--- src/rtl/alu_pkg.sv ---
// Shared ALU definitions used by the sequential divider.
package alu_pkg;

  localparam int unsigned DIV_WIDTH = 32;

  // Quotient returned when the divisor is zero.
  localparam logic [DIV_WIDTH-1:0] DIV_ZERO_QUOTIENT = '1;

  typedef enum logic [1:0] {
    StIdle,
    StIter,
    StFix
  } div_state_e;

endpackage

--- src/rtl/div_addsub_33.sv ---
// One non-restoring step: add the divisor magnitude when the partial remainder
// is negative, subtract it otherwise.
module div_addsub_33
  import alu_pkg::*;
#(
  parameter int unsigned Width = DIV_WIDTH + 1
) (
  input  logic [Width-1:0] a_i,
  input  logic [Width-1:0] m_i,
  output logic [Width-1:0] sum_o
);

  // Operation is chosen by the sign bit of the partial remainder.
  always_comb begin
    if (a_i[Width-1]) begin
      sum_o = a_i + m_i;
    end else begin
      sum_o = a_i - m_i;
    end
  end

endmodule

--- src/rtl/non_restoring_divider_32_bit.sv ---
// Sequential signed divider: one quotient bit per clock, truncating division,
// remainder takes the dividend's sign. Results held until the next done.
module non_restoring_divider_32_bit
  import alu_pkg::*;
#(
  parameter int unsigned WIDTH = DIV_WIDTH
) (
  input  logic             clock,
  input  logic             clear_n,
  input  logic             start,
  input  logic [WIDTH-1:0] dividend,
  input  logic [WIDTH-1:0] divisor,
  output logic             busy,
  output logic             done,
  output logic [WIDTH-1:0] quotient,
  output logic [WIDTH-1:0] remainder,
  output logic             div_by_zero
);

  localparam int unsigned CntW = $clog2(WIDTH);
  localparam logic [CntW-1:0] LastCount = CntW'(WIDTH - 1);

  div_state_e state_q, state_d;

  logic [WIDTH:0]   a_q, a_d;        // signed partial remainder
  logic [WIDTH-1:0] q_q, q_d;        // dividend magnitude shifting into quotient
  logic [WIDTH-1:0] m_q, m_d;        // divisor magnitude
  logic [CntW-1:0]  count_q, count_d;
  logic             neg_quo_q, neg_quo_d;
  logic             neg_rem_q, neg_rem_d;
  logic [WIDTH-1:0] quotient_q, quotient_d;
  logic [WIDTH-1:0] remainder_q, remainder_d;
  logic             dbz_q, dbz_d;
  logic             done_q, done_d;

  logic [WIDTH-1:0] dividend_mag;
  logic [WIDTH-1:0] divisor_mag;
  logic [WIDTH:0]   addsub_a;
  logic [WIDTH:0]   addsub_sum;
  logic [WIDTH-1:0] rem_mag;

  // Magnitudes; -2^(WIDTH-1) maps onto itself, which is correct read unsigned.
  assign dividend_mag = dividend[WIDTH-1] ? -dividend : dividend;
  assign divisor_mag  = divisor[WIDTH-1]  ? -divisor  : divisor;

  // The single add/sub unit sees the shifted remainder while iterating and the
  // final remainder during FIX, where its add path performs the restore.
  assign addsub_a = (state_q == StIter) ? {a_q[WIDTH-1:0], q_q[WIDTH-1]} : a_q;

  div_addsub_33 #(
    .Width (WIDTH + 1)
  ) u_addsub (
    .a_i   (addsub_a),
    .m_i   ({1'b0, m_q}),
    .sum_o (addsub_sum)
  );

  assign rem_mag = a_q[WIDTH] ? addsub_sum[WIDTH-1:0] : a_q[WIDTH-1:0];

  assign busy        = (state_q != StIdle);
  assign done        = done_q;
  assign quotient    = quotient_q;
  assign remainder   = remainder_q;
  assign div_by_zero = dbz_q;

  // Next-state and datapath control.
  always_comb begin
    state_d     = state_q;
    a_d         = a_q;
    q_d         = q_q;
    m_d         = m_q;
    count_d     = count_q;
    neg_quo_d   = neg_quo_q;
    neg_rem_d   = neg_rem_q;
    quotient_d  = quotient_q;
    remainder_d = remainder_q;
    dbz_d       = dbz_q;
    done_d      = 1'b0;

    unique case (state_q)
      StIdle: begin
        if (start) begin
          if (divisor == '0) begin
            quotient_d  = DIV_ZERO_QUOTIENT;
            remainder_d = dividend;
            dbz_d       = 1'b1;
            done_d      = 1'b1;
          end else begin
            state_d   = StIter;
            a_d       = '0;
            q_d       = dividend_mag;
            m_d       = divisor_mag;
            count_d   = '0;
            neg_quo_d = dividend[WIDTH-1] ^ divisor[WIDTH-1];
            neg_rem_d = dividend[WIDTH-1];
          end
        end
      end
      StIter: begin
        a_d     = addsub_sum;
        q_d     = {q_q[WIDTH-2:0], ~addsub_sum[WIDTH]};
        count_d = count_q + CntW'(1);
        if (count_q == LastCount) begin
          state_d = StFix;
        end
      end
      StFix: begin
        quotient_d  = neg_quo_q ? -q_q : q_q;
        remainder_d = neg_rem_q ? -rem_mag : rem_mag;
        dbz_d       = 1'b0;
        done_d      = 1'b1;
        state_d     = StIdle;
      end
      default: begin
        state_d = StIdle;
      end
    endcase
  end

  // State registers with synchronous active-low clear.
  always_ff @(posedge clock) begin
    if (!clear_n) begin
      state_q     <= StIdle;
      a_q         <= '0;
      q_q         <= '0;
      m_q         <= '0;
      count_q     <= '0;
      neg_quo_q   <= 1'b0;
      neg_rem_q   <= 1'b0;
      quotient_q  <= '0;
      remainder_q <= '0;
      dbz_q       <= 1'b0;
      done_q      <= 1'b0;
    end else begin
      state_q     <= state_d;
      a_q         <= a_d;
      q_q         <= q_d;
      m_q         <= m_d;
      count_q     <= count_d;
      neg_quo_q   <= neg_quo_d;
      neg_rem_q   <= neg_rem_d;
      quotient_q  <= quotient_d;
      remainder_q <= remainder_d;
      dbz_q       <= dbz_d;
      done_q      <= done_d;
    end
  end

endmodule

--- config.mk ---
export PLATFORM = sky130hd
export DESIGN_NAME = non_restoring_divider_32_bit
export DESIGN_NICKNAME = d
export VERILOG_FILES = /design/src/rtl/alu_pkg.sv /design/src/rtl/div_addsub_33.sv /design/src/rtl/non_restoring_divider_32_bit.sv
export SDC_FILE = /design/constraint.sdc
export NUM_CORES = 1
export LEC_CHECK = 0
export ABC_AREA = 1
export CAP_MARGIN = 20
export CORE_MARGIN = 2
export CORE_UTILIZATION = 30
export CTS_BUF_LIST = sky130_fd_sc_hd__clkbuf_4
export DETAILED_ROUTE_END_ITERATION = 10
export GPL_TIMING_DRIVEN = 1
export SLEW_MARGIN = 10
export SYNTH_ARGS = -nofsm -noshare
export SYNTH_HDL_FRONTEND = slang
export SYNTH_HIERARCHICAL = 1
export SYNTH_SLANG_ARGS = --single-unit
--- constraint.sdc ---
create_clock -name clock -period 7.8 [get_ports clock]
set_input_delay 1.56 -clock clock [delete_from_list [all_inputs] [get_ports clock]]
set_output_delay 1.56 -clock clock [all_outputs]
set_load 0.005 [all_outputs]
==> flow_summary.ini <==
[run_status]
status = complete, no violations

[yosys]
synth_top_family_by_area = simple AND/OR/NAND/NOR gates
synth_xor_area_share_pct = 4.620
synth_edf_count = 0
syn_avg_cell_area_um2 = 5.733
seq_area_frac_synth_pct = 23.90
synth_cell_types = 48
synth-adder-area-share_pct = 3.613
synthMuxAreaShare_pct = 0
synth-compound-area-share_pct = 18.00
synth_seq_cells = 172
yosysWarnings = 6
synth_area_um2 = 14410
synthFlopType = dfxtp_1
async_flop_share_pct = 0
synth_cells = 2513
yosys.area_share.simple_pct = 36.89

[grt]
grt.overflow.total = 0
grt_pass1_vias = 14920
grt_antenna_before_repair = 2
grt_max_degree = 101
grt_use_total_pct = 20.94
grt_pass1_wl_um = 82120

[drt]
avgRoutedWirePerCell_um = 16.41
vias_per_cell = 5.039
finalWirelength_um = 52610
drt_pre_antenna_iters = 6
drc = 0
ant_nets = 0
vias = 16160
dr.first_iter.drc_count = 1300

[sta]
worstMarginPinSlew_ns = 0.9663
fin_crit_ns = 5.283
finalCritPeriodShare_pct = 67.73
report.final.hold_viol_count = 0
fin_tns_setup_ns = 0
setup_ws_ns = 2.517
slew_viol_final = 0
rsz0062_at_grt = false
fin_skew_ns = 0.03339
slew_headroom_pct = 35.35
setup_viol = 0
max_freq_ghz = 0.1893

[floorplanning]
die_w_um = 223.1
dieHeight_um = 223.1
core_um2 = 47550
die-area_um2 = 49790
placementRows = 80
pin_count = 134
start_util_pct = 30.30

[clock_network]
hold_buffers = 0
worstSkewPairLatency_ns = 0.64
numCtsBuffers = 17
ctsHtreeMaxLevel = 4
post_cts_resized = 0
cts_buffer_depth = 2
cts-root-buf = clkbuf_4
clkSinkCount = 172
cts_tree = built
cts.clk_slew.worst_paths_ns = 0.15
cts_setup_buffers = 0

[place]
placed_cells = 3175
io_buffers = 133
place_hpwl_um = 41600
post_dp_cell_area_um2 = 16150
gp_congestion = 0.9351
dp_slack_ns = 2.508

[power]
power_density_nw_per_um2 = 201.7
power_mw = 3.307
peakVddDrop_uv = 83.64
power_leakage_nw = 7.889
pwr-share-clk_pct = 14.9
p_comb_share_pct = 54.0
p_int_mw = 1.687
seqPwrFrac_pct = 31.1
switching_share_pct = 49.00
p_sw_mw = 1.620

[worst_setup_path]
required_ns = 8.31
regToRegSetupSlack_ns = 2.52
critical_path_class = flop to flop
worst_setup_path_start_kind = flop
crit_start = state_q[0]
endpoint_kind = flop
path_max_fanout = 26
cp.arrival_ns = 5.79
r2r-start = state_q[0]

[final_layout]
drive_above_1_share_pct = 4.094
nFillCells = 5294
syn2layout_area_growth_pct = 13.78
final_cell_count_no_fill = 3206
final_area_um2 = 16390
fin_nets = 2687
multi_input_area_um2 = 9116
register_area_um2 = 3445

[min_path]
hp-start = count_q[3]
hp-class = flop to flop

[job]
max-cap-violations = 0
## logic make-up (layout without fill, tap and decap cells)
| logic type | Yosys count | after routing |
|---|---|---|
| AND/OR/NAND/NOR | 1271 | 1271 |
| AO/OA/AOI/OAI | 481 | 481 |
| buffers and inverters | 471 | 546 |
| flip-flops | 172 | 172 |
| XOR/XNOR | 76 | 76 |
| adder cells (fa/ha/maj) | 41 | 41 |
| other | 1 | 4 |
## worst paths after layout
kind                                      end  cells after the start
worst max-delay path            remainder[29]                     27
worst min-delay path               count_q[3]                      2
worst max register to register  remainder[29]                     27
worst min register to register     count_q[3]                      2
## through the flow
step | utilization [%] | hold slack [ns]
2_1_floorplan | - | 0.4382
3_3_place_gp | 33.98 | 0.4510
3_5_place_dp | 33.98 | 0.4589
4_1_cts | 34.47 | 0.4813
5_1_grt | 34.47 | 0.5044
6_report | 34.48 | 0.4796
## power groups by stage
stage | Clock [mW] | Combinational (mW) | Sequential (mW)
6_report | 0.491 | 1.79 | 1.03
5_1_grt | 0.537 | 2.02 | 1.04
3_5_place_dp | 0 | 1.77 | 1.05
4_1_cts | 0.512 | 1.78 | 1.03
3_3_place_gp | 0 | 1.75 | 1.05
2_1_floorplan | 0 | 1.26 | 1.03
## state kept, by name (all words and copies together), names as in the netlist
register,cells
remainder,32
state_q,2
a_q,33
m_q,32
q_q,32
neg_quo_q,1
div_by_zero,1
done,1
quotient,32
count_q,5
neg_rem_q,1
## layout make-up
class	count	share of cell area, %
Tap cell	615	4.694
Clock inverter	11	0.5954
Sequential cell	172	21.01
Multi-Input combinational cell	1871	55.61
Clock buffer	18	0.8244
Inverter	370	8.480
Antenna cell	2	0.03053
Timing Repair Buffer	147	8.747
## critical path, stage by stage (launching register included)
cell,delay [ns]
dfxtp_1,0.37
inv_1,0.08
nor2_4,0.14
nor2_1,0.07
a21oi_1,0.65
clkinv_2,0.59
nand2_1,0.34
nand2_1,0.10
xor2_1,0.20
ha_1,0.40
nand2_1,0.16
nor2_1,0.27
and2_1,0.20
nand3_1,0.13
nand4_1,0.11
nand2_1,0.06
inv_1,0.07
nand2_1,0.05
o21ai_1,0.30
nand2_1,0.13
nor3_2,0.19
nand3_1,0.12
nand2_1,0.10
nand2_1,0.06
nand2_1,0.07
nand3_1,0.06
nand2_1,0.09
a21oi_1,0.06
## routing by layer
| metal | up-vias | GRT usage (%) | routed length [µm] |
|---|---|---|---|
| met4 | 0 | 5.391 | 928 |
| li1 | 8189 | - | - |
| met2 | 510 | 33.64 | 23240 |
| met1 | 7410 | 29.08 | 25030 |
| met3 | 47 | 3.398 | 3410 |
| met5 | - | 0 | 0 |
## layout by cell type (no fill, tap or decap), drive strengths merged, types with 18 or more instances in the layout
master and instances:
clkdlybuf4s50 132, dfxtp 172, clkbuf 18, a31oi 26, ha 40, inv 370, nand2 763, o21ai 231
nor2 247, nand3 174, a21oi 156, o22ai 33, nor3 36, xor2 68, nand4 26
## synthesized netlist by cell type (31+ instances only)
cell type,number,area share (%)
a21oi_1,156,5.4
xor2_1,68,4.1
nand3_1,170,5.9
dfxtp_1,172,24
o21ai_0,201,7.0
o22ai_1,33,1.4
nand2_1,748,19
ha_1,40,3.5
inv_1,359,9.4
nor3_1,31,1.1
clkbuf_1,61,1.6
nor2_1,233,6.1
(Power assumes the default switching activity.)
